`src/rtl/tdm_demux_1_to_4_if.sv`:
```
// Purpose : bundles the serial TDM input, channel select and demux results into one port.
// Latency : none (wires only).
// Backpressure: none; the link is paced by en, there is no ready path back to the sender.
// Ports (master = stimulus side, slave = demux side):
//   en, din, sync, ch_sel            -> slave inputs (slot enable, serial bit, frame strobe, y select)
//   frame_out, frame_valid, y,
//   locked, sync_err                 -> slave outputs (parallel frame, strobe, selected bit, status)
interface tdm_demux_1_to_4_if #(
  parameter int ERR_W = 8
);
  logic             en;
  logic             din;
  logic             sync;
  logic [1:0]       ch_sel;
  logic [3:0]       frame_out;
  logic             frame_valid;
  logic             y;
  logic             locked;
  logic [ERR_W-1:0] sync_err;

  modport master (
    output en, din, sync, ch_sel,
    input  frame_out, frame_valid, y, locked, sync_err
  );

  modport slave (
    input  en, din, sync, ch_sel,
    output frame_out, frame_valid, y, locked, sync_err
  );
endinterface

```
`src/rtl/tdm_demux_1_to_4.sv`:
```
// Purpose : 1:4 TDM demux; rebuilds 4-slot frames from a serial stream aligned by a slot-0 sync strobe.
// Latency : frame_out/frame_valid one cycle after the slot-3 sample; y is combinational from frame_out.
// Backpressure: en=0 freezes slot position and all state; no ready is offered upstream.
// Ports:
//   clk, rst (sync, active-high)  -- plain scalars
//   bus (tdm_demux_1_to_4_if.slave) -- en, din, sync, ch_sel in; frame_out, frame_valid, y, locked, sync_err out
module tdm_demux_1_to_4 #(
  parameter int ERR_W = 8
) (
  input  logic                 clk,
  input  logic                 rst,
  tdm_demux_1_to_4_if.slave    bus
);

  typedef enum logic {
    HUNT   = 1'b0,
    LOCKED = 1'b1
  } state_t;

  state_t           state_q, state_n;
  logic [1:0]       slot_q, slot_n;
  logic [2:0]       shift_q, shift_n;
  logic [3:0]       frame_q, frame_n;
  logic             valid_q, valid_n;
  logic [ERR_W-1:0] err_q, err_n;
  logic             err_inc;

  always_ff @(posedge clk) begin
    if (rst) begin
      state_q <= HUNT;
      slot_q  <= '0;
      shift_q <= '0;
      frame_q <= '0;
      valid_q <= 1'b0;
      err_q   <= '0;
    end else begin
      state_q <= state_n;
      slot_q  <= slot_n;
      shift_q <= shift_n;
      frame_q <= frame_n;
      valid_q <= valid_n;
      err_q   <= err_n;
    end
  end

  always_comb begin
    state_n = state_q;
    slot_n  = slot_q;
    shift_n = shift_q;
    frame_n = frame_q;
    valid_n = 1'b0;        // strobe only on the cycle after a frame completes
    err_inc = 1'b0;

    if (bus.en) begin
      unique case (state_q)
        HUNT: begin
          if (bus.sync) begin
            shift_n[0] = bus.din;
            slot_n     = 2'd1;
            state_n    = LOCKED;
          end
        end
        LOCKED: begin
          if (bus.sync) begin
            // A sync anywhere but slot 0 abandons the partial frame and
            // restarts alignment from this cycle.
            err_inc    = (slot_q != 2'd0);
            shift_n[0] = bus.din;
            slot_n     = 2'd1;
          end else if (slot_q == 2'd0) begin
            // Expected sync missing: alignment lost, sample discarded.
            err_inc = 1'b1;
            state_n = HUNT;
          end else if (slot_q == 2'd3) begin
            frame_n = {bus.din, shift_q};
            valid_n = 1'b1;
            slot_n  = 2'd0;
          end else begin
            shift_n[slot_q] = bus.din;
            slot_n          = slot_q + 2'd1;
          end
        end
        default: state_n = HUNT;
      endcase
    end

    err_n = err_q;
    if (err_inc && (err_q != {ERR_W{1'b1}})) begin
      err_n = err_q + 1'b1;  // saturate, never wrap
    end
  end

  assign bus.frame_out   = frame_q;
  assign bus.frame_valid = valid_q;
  assign bus.y           = frame_q[bus.ch_sel];
  assign bus.locked      = (state_q == LOCKED);
  assign bus.sync_err    = err_q;

endmodule

```
`src/flat_wrapper.sv`:
```
// flat-port wrapper written by rule: the top's interface ports become plain ports
module tdm_demux_1_to_4_flat 
#(
  parameter int ERR_W = 8
)
  (clk, rst, bus_en, bus_din, bus_sync, bus_ch_sel, bus_frame_out, bus_frame_valid, bus_y, bus_locked, bus_sync_err);
  tdm_demux_1_to_4_if #(.ERR_W(ERR_W)) bus_i ();
  input  logic clk;
  input  logic rst;
  input wire logic [$bits(bus_i.en)-1:0] bus_en;
  input wire logic [$bits(bus_i.din)-1:0] bus_din;
  input wire logic [$bits(bus_i.sync)-1:0] bus_sync;
  input wire logic [$bits(bus_i.ch_sel)-1:0] bus_ch_sel;
  output wire logic [$bits(bus_i.frame_out)-1:0] bus_frame_out;
  output wire logic [$bits(bus_i.frame_valid)-1:0] bus_frame_valid;
  output wire logic [$bits(bus_i.y)-1:0] bus_y;
  output wire logic [$bits(bus_i.locked)-1:0] bus_locked;
  output wire logic [$bits(bus_i.sync_err)-1:0] bus_sync_err;
  assign bus_i.en = bus_en;
  assign bus_i.din = bus_din;
  assign bus_i.sync = bus_sync;
  assign bus_i.ch_sel = bus_ch_sel;
  assign bus_frame_out = bus_i.frame_out;
  assign bus_frame_valid = bus_i.frame_valid;
  assign bus_y = bus_i.y;
  assign bus_locked = bus_i.locked;
  assign bus_sync_err = bus_i.sync_err;
  tdm_demux_1_to_4 #(.ERR_W(ERR_W)) u_core (.clk(clk), .rst(rst), .bus(bus_i));
endmodule
```
`config.mk`:
```
export PLATFORM = sky130hd
export DESIGN_NAME = tdm_demux_1_to_4_flat
export DESIGN_NICKNAME = d
export VERILOG_FILES = /design/src/rtl/tdm_demux_1_to_4_if.sv /design/src/rtl/tdm_demux_1_to_4.sv /design/src/flat_wrapper.sv
export SDC_FILE = /design/constraint.sdc
export NUM_CORES = 1
export LEC_CHECK = 0
export ABC_AREA = 1
export CORE_MARGIN = 4
export CORE_UTILIZATION = 49
export CTS_CLUSTER_DIAMETER = 40
export DETAILED_ROUTE_END_ITERATION = 10
export PLACE_DENSITY = 0.77
export SKIP_CTS_REPAIR_TIMING = 1
export SYNTH_ARGS = -nofsm -noshare
export SYNTH_HDL_FRONTEND = slang
export SYNTH_SLANG_ARGS = --single-unit
```
`constraint.sdc`:
```
create_clock -name clk -period 2.08 [get_ports clk]
set_input_delay 0.52 -clock clk [delete_from_list [all_inputs] [get_ports clk]]
set_output_delay 0.52 -clock clk [all_outputs]
set_load 0.005 [all_outputs]
```
==> results.md, run 1 <==
* Hold path start: u_core.shift_q[2]
* Top Family by Delay on Critical Path: buffers and inverters
* CP Launch Type: input pin
* Drt pass-1 iters at 4
* Routed len/inst at roughly 10 µm
* Comb power frac at 0.129
* Synth-to-Final Area Change at 28.1%
* Top-Level Pins at 22
* Synth cell types at 23
* Worst Setup End Kind: output port
* FF-to-FF Start: u_core.slot_q[0]
* Final Cycle Share at 0.967
* Count leader, synth: nand2_1
* Vias at roughly 940
* WS Path Type: in2out
* Die W at ~54 µm
* Final core utilization at 0.666
* Final setup viols at 0
* First-pass GRT wire length at 3800 µm
* Final Hold Fails at 0
* Yosys Warn Count at 0
* Critical path fanouts, max at 3
* CP max stage delay at 510 ps
* Initial DRC Count at 7
* Post-route minimum period at around 2000 ps
* Status: completed
* Num rows at 16
* EDFF count, synth at 0
* Fin area at ~0.0013 mm²
* Fin Clk Skew at between 2 and 3 ps
* Vias in the first global route at 928
* Max Fclk at ~500 MHz
* Switching pwr at approximately 0.15 mW
* Worst path slowest cell: clkdlybuf4s50_1
* Area occupied by multi-input gates at between 500 and 600 µm²
* Syn Inst Count at between 100 and 150
* Register area share after synthesis at 0.373
* Pwr/cell area at 487 mW/mm²
* Pre-CTS WS at -323 ps
* Worst reg2reg path depth at 9
* Synthesized flop and latch total at 19
* Layout cell share with drive strength beyond 1 at 0.109
* Post-placement cell count at about 190
* Crit-path cells: clkdlybuf4s50_1, nand2_1, a32oi_1, dlymetal6s2s_1
* Routability cong. at 0.878
* FFs w/ async S/R, synth at 0
* CTS tree: built
* Min setup slack post-route at a little under 70 ps
* Hpwl dp at 1650 µm
* Total GRT Usage at 0.178
* Die area at approximately 0.0029 mm²
* Largest area contributor in the netlist: dfxtp_1
* Rel. slew slack at 0.741
* Clock edge transition at the registers on the reported setup and hold paths at ~100 ps
* # fillers at slightly below 200
* Via-to-Cell Ratio at 4.92
* Chip Height at between 50 and 60 µm
* Register share of total power at 0.589
* Post-Syn Area per Cell at between 7 and 8 µm²
* Largest net degree at the start of global routing at 15
* Post-synth top cells: 24 x nand2_1, 19 x dfxtp_1, 19 x nor2_1, 15 x inv_1, 12 x nand3_1
* Initial Utilization at 0.520
* Synth top area cells: dfxtp_1 37%, ha_1 9.8%, nand2_1 8.8%, nor2_1 7.0%, nand3_1 5.9%
* Switching share of power at 0.242
* Initial antenna violation count at 0
* FF-to-FF setup slack at between 300 and 400 ps
* Ant diodes at 0
* Cell depth of the worst setup path at 4
* Hold path depth at 2
* Post-route DRC at 0
* Worst EP arrival at between 1000 and 1500 ps
* Finished Layout Cells at around 190
* Clock power share at 0.282
* Worst slew pin tran at slightly below 400 ps
* Routed Wire Length at approximately 2000 µm
* Total nets after synthesis at 153
* CTS buffer count at 3
* MaxCap Viol Count at 0
* Hold Path End: u_core.shift_q[2]
* Port bufs at 21
* Leak Pwr at ~0.57 nW
* Slew Viols, Final at 0
* Clk_lat worst skew at between 200 and 300 ps
* Fin Hold WS at 464 ps
* Sequential Area at 380 µm²
* Min-delay worst type: reg2reg
* Overall power at approximately 0.64 mW
* Worst path bufs/invs at 2
* Post-DRT Antenna Nets at 0
* Ys flop type: dfxtp_1
* RSZ-0062 raised after global routing: false
* P_int at a little under 0.5 mW
* Critical path data required time at 1560 ps
* Reg-to-reg critical path endpoint: u_core.bus.sync_err[7]
* Fin nets at 181
* H-tree lvl count at 1
* DP Area at approximately 0.0013 mm²
* CTS Buffer Depth at 2
* Core footprint at between 0.0015 and 0.002 mm²
* Worst vdd ir at approximately 0.41 mV
* Synth top area share at 0.373
* Synth Cell Area at between 0.001 and 0.0015 mm²
* Root buffer cell: clkbuf_4
* GRT overflow at 0
* Clock sinks at 19
* Setup TNS at 0 ps
## state kept, by name (all words and copies together), names as in the netlist
signal,flops
u_core.bus.frame_out,4
u_core.bus.locked,1
u_core.bus.frame_valid,1
u_core.slot_q,2
u_core.bus.sync_err,8
u_core.shift_q,3
## how the worst max path moves through the flow
| stage | startpoint | end |
|---|---|---|
| 6_report | bus_ch_sel[0] | bus_y |
| 5_1_grt | bus_ch_sel[0] | bus_y |
| 4_1_cts | bus_ch_sel[0] | bus_y |
| 3_5_place_dp | bus_ch_sel[0] | bus_y |
| 3_3_place_gp | bus_ch_sel[0] | bus_y |
| 2_1_floorplan | u_core.slot_q[0] | u_core.bus.sync_err[7] |
## logic make-up after synthesis
group / Yosys count / synth area share
and+or+nand+nor: 68 / 0.320
AOI/OAI and AO/OA: 23 / 0.124
buffers and inverters: 20 / 0.0858
DFF: 19 / 0.373
adders and majority gates: 8 / 0.0980
## final cells by class
type,instances,area share
multi-input cells,99,0.423
clock buffers,4,0.0201
well taps,27,0.0258
inverters,17,0.0488
flip-flops and latches,19,0.291
repair buffers,26,0.191
## power by group through the flow
| stage | sequential [mW] | clock (mW) | combinational (mW) |
|---|---|---|---|
| after floorplan | 0.383 | 0 | 0.0460 |
| after global placement | 0.384 | 0 | 0.0803 |
| after detailed placement | 0.384 | 0 | 0.0829 |
| after CTS | 0.376 | 0.187 | 0.0830 |
| after global routing | 0.376 | 0.212 | 0.0953 |
| final | 0.375 | 0.179 | 0.0821 |
## cell usage in the layout, fill, tap and decap left out, drive strengths merged
master         synthesis  routed
inv                   17      17
nand2                 27      27
nand4                  3       3
clkbuf                 0       4
dfxtp                 19      19
nor3                   2       2
a32oi                  1       1
a22oi                  1       1
buf                    3       5
nand3                 13      13
o21ai                  9       9
ha                     8       8
a21oi                 11      11
clkdlybuf4s50          0      20
dlymetal6s2s           0       1
nor2                  22      22
a31oi                  1       1
nor2b                  1       1
## worst register-to-register path, cell delays in order, from the launching register on
cell	delay, ps
dfxtp_1	350
inv_1	150
ha_1	160
inv_1	50
ha_1	320
nand3_4	120
nor2_4	180
nand2_1	80
nor3_1	130
nor2_1	50
## routing by layer
metal | track usage | wire length (µm) | vias to the layer above
met5 | 0 | 0 | -
met4 | 0.0766 | 39 | 0
met3 | 0.0360 | 94 | 5
met2 | 0.318 | 982 | 15
met1 | 0.202 | 892 | 416
li1 | - | - | 508
Note: power is estimated with default switching activity, not from simulation.
==> inputs of run 2 (changes only) <==
- clock period: 2.08 -> 2.3 ns (I/O delays scaled with it)
==> run 2 against run 1 <==
Net effect: cell count fell by 2.1%; register-to-register slack gained 210 ps; largest cell class unchanged; largest power group unchanged; sequential power fell by 9.3%; critical endpoint unchanged; worst hold slack better by 1.7 ps; routed wire length rose by 6.1%; critical path type unchanged; die area unchanged.
==> results.md, run 2 (synthesis results as in run 1) <==
* Layout cell share with drive strength beyond 1 at 0.0932
* Min-delay worst type: reg2reg
* Pre-CTS WS at -134 ps
* P_int at around 0.43 mW
* Min setup slack post-route at around 270 ps
* Met2 WL at roughly 1100 µm
* Post-DRT Antenna Nets at 0
* Rel. slew slack at 0.727
* Post-route DRC at 0
* Worst Setup End Kind: output port
* Final Hold Fails at 0
* Finished Layout Cells at 188
* Worst EP arrival at 1460 ps
* Clock edge transition at the registers on the reported setup and hold paths at 110 ps
* Commonest non-fill, non-tap cell in the layout: nand2_1
* Post-placement cell count at between 150 and 200
* Post-route minimum period at 2030 ps
* Final setup viols at 0
* Final core utilization at 0.652
* Comb power frac at 0.123
* Routability cong. at around 0.82
* Final Cycle Share at 0.883
* M1 wire length at a little under 1000 µm
* Port bufs at 21
* Initial Utilization at 0.520
* CTS Buffer Depth at 2
* Worst slew pin tran at roughly 410 ps
* Clk_lat worst skew at around 300 ps
* Vias at 940
* Max Used Layer: met4
* Routed Wire Length at 2130 µm
* Max reg flops at 8
* Max Fclk at just under 500 MHz
* Cell depth of the worst setup path at 4
* Fin Clk Skew at a little over 7 ps
* GRT overflow at 0
* Clock sinks at 19
* Vias in the first global route at approximately 900
* Worst path slowest cell: clkdlybuf4s50_1
* Worst reg2reg path depth at 9
* Total GRT Usage at 0.171
* Core footprint at about 0.0020 mm²
* Top-Level Pins at 22
* Fin nets at ~180
* Via-to-Cell Ratio at 5.00
* Slew Viols, Final at 0
* Critical path data required time at 1730 ps
* Hold path depth at 2
* CP Launch Type: input pin
* Worst vdd ir at ~0.34 mV
* Ant diodes at 0
* CTS tree: built
* Routed len/inst at 11.3 µm
* MaxCap Viol Count at 0
* Root buffer cell: clkbuf_4
* Most frequent cells in the layout: 24 x nand2_1, 20 x clkdlybuf4s50_1, 19 x nor2_1, 19 x dfxtp_1, 15 x inv_1
* Top Family by Delay on Critical Path: buffers and inverters
* Leak Pwr at about 0.55 nW
* Pwr/cell area at about 450 mW/mm²
* Status: completed
* CTS buffer count at 3
* Drt pass-1 iters at 4
* Worst path bufs/invs at 2
* Hpwl dp at approximately 1700 µm
* RSZ-0062 raised after global routing: false
* Num rows at 16
* Switching share of power at 0.259
* Crit-path cells: clkdlybuf4s50_1, nand2_1, a32oi_1, dlymetal6s2s_1
* Clock power share at 0.292
* WS Path Type: in2out
* Chip Height at between 50 and 60 µm
* First-pass GRT wire length at 3640 µm
* # fillers at 199
* Critical path fanouts, max at 3
* CP max stage delay at around 500 ps
* H-tree lvl count at 1
* Switching pwr at between 0.15 and 0.2 mW
* Die W at ~54 µm
* Largest net degree at the start of global routing at 15
* Initial antenna violation count at 0
* Synth-to-Final Area Change at 25.2%
* Met3 wire len at slightly below 90 µm
* Register share of total power at 0.585
* Initial DRC Count at 14
* Die area at 0.00288 mm²
* Fin Hold WS at ~470 ps
run 2: cell types whose count changed in the layout (fill, tap and decap cells not counted), sizes merged:
cell    previous run  this run
buf                5         1
clkbuf             4         3
clkinv             0         1
run 2: worst reg2reg max path, delay by kind of cell, from the launching register on:
kind          cells  cell delay (ps)
simple gates      5              560
buf+inv           2              220
fa+ha+maj         2              480
flops             1              360
run 2: power groups by stage:
stage                     registers (mW)  clock network (mW)  logic [mW]
final                              0.340               0.170      0.0712
after global routing               0.340               0.194      0.0809
after CTS                          0.340               0.178      0.0715
after detailed placement           0.347                   0      0.0713
after global placement             0.346                   0      0.0682
after floorplan                    0.346                   0      0.0416
run 2: final timing paths:
check	from	to	slack, ps
worst max register to register	u_core.slot_q[0]	u_core.bus.sync_err[7]	600
worst min-delay path	u_core.shift_q[2]	u_core.shift_q[2]	470
worst min register to register	u_core.shift_q[2]	u_core.shift_q[2]	470
worst max-delay path	bus_ch_sel[0]	bus_y	270
run 2: metal layers:
metal,vias up,GRT usage
li1,498,-
met1,419,0.205
met2,21,0.294
met3,2,0.0249
met4,0,0.0851
met5,-,0
run 2: area by class of cell:
cell class / instances / area, µm² / share of cell area
inverter: 17 / 63.8 / 0.0499
clock buffer: 3 / 22.5 / 0.0176
tap: 27 / 33.8 / 0.0264
sequential: 19 / 380 / 0.297
clock inverter: 1 / 5.00 / 0.00391
timing repair buffer: 22 / 220 / 0.172
multi-input combinational: 99 / 553 / 0.432
run 2: per-stage QoR:
step / power [mW] / setup TNS (ps) / area [µm²]
after CTS: 0.589 / -132 / 1280
final: 0.581 / 0 / 1280
after global routing: 0.615 / 0 / 1280
after floorplan: 0.388 / 0 / 1020
after global placement: 0.415 / -89.2 / 1250
after detailed placement: 0.419 / -134 / 1250
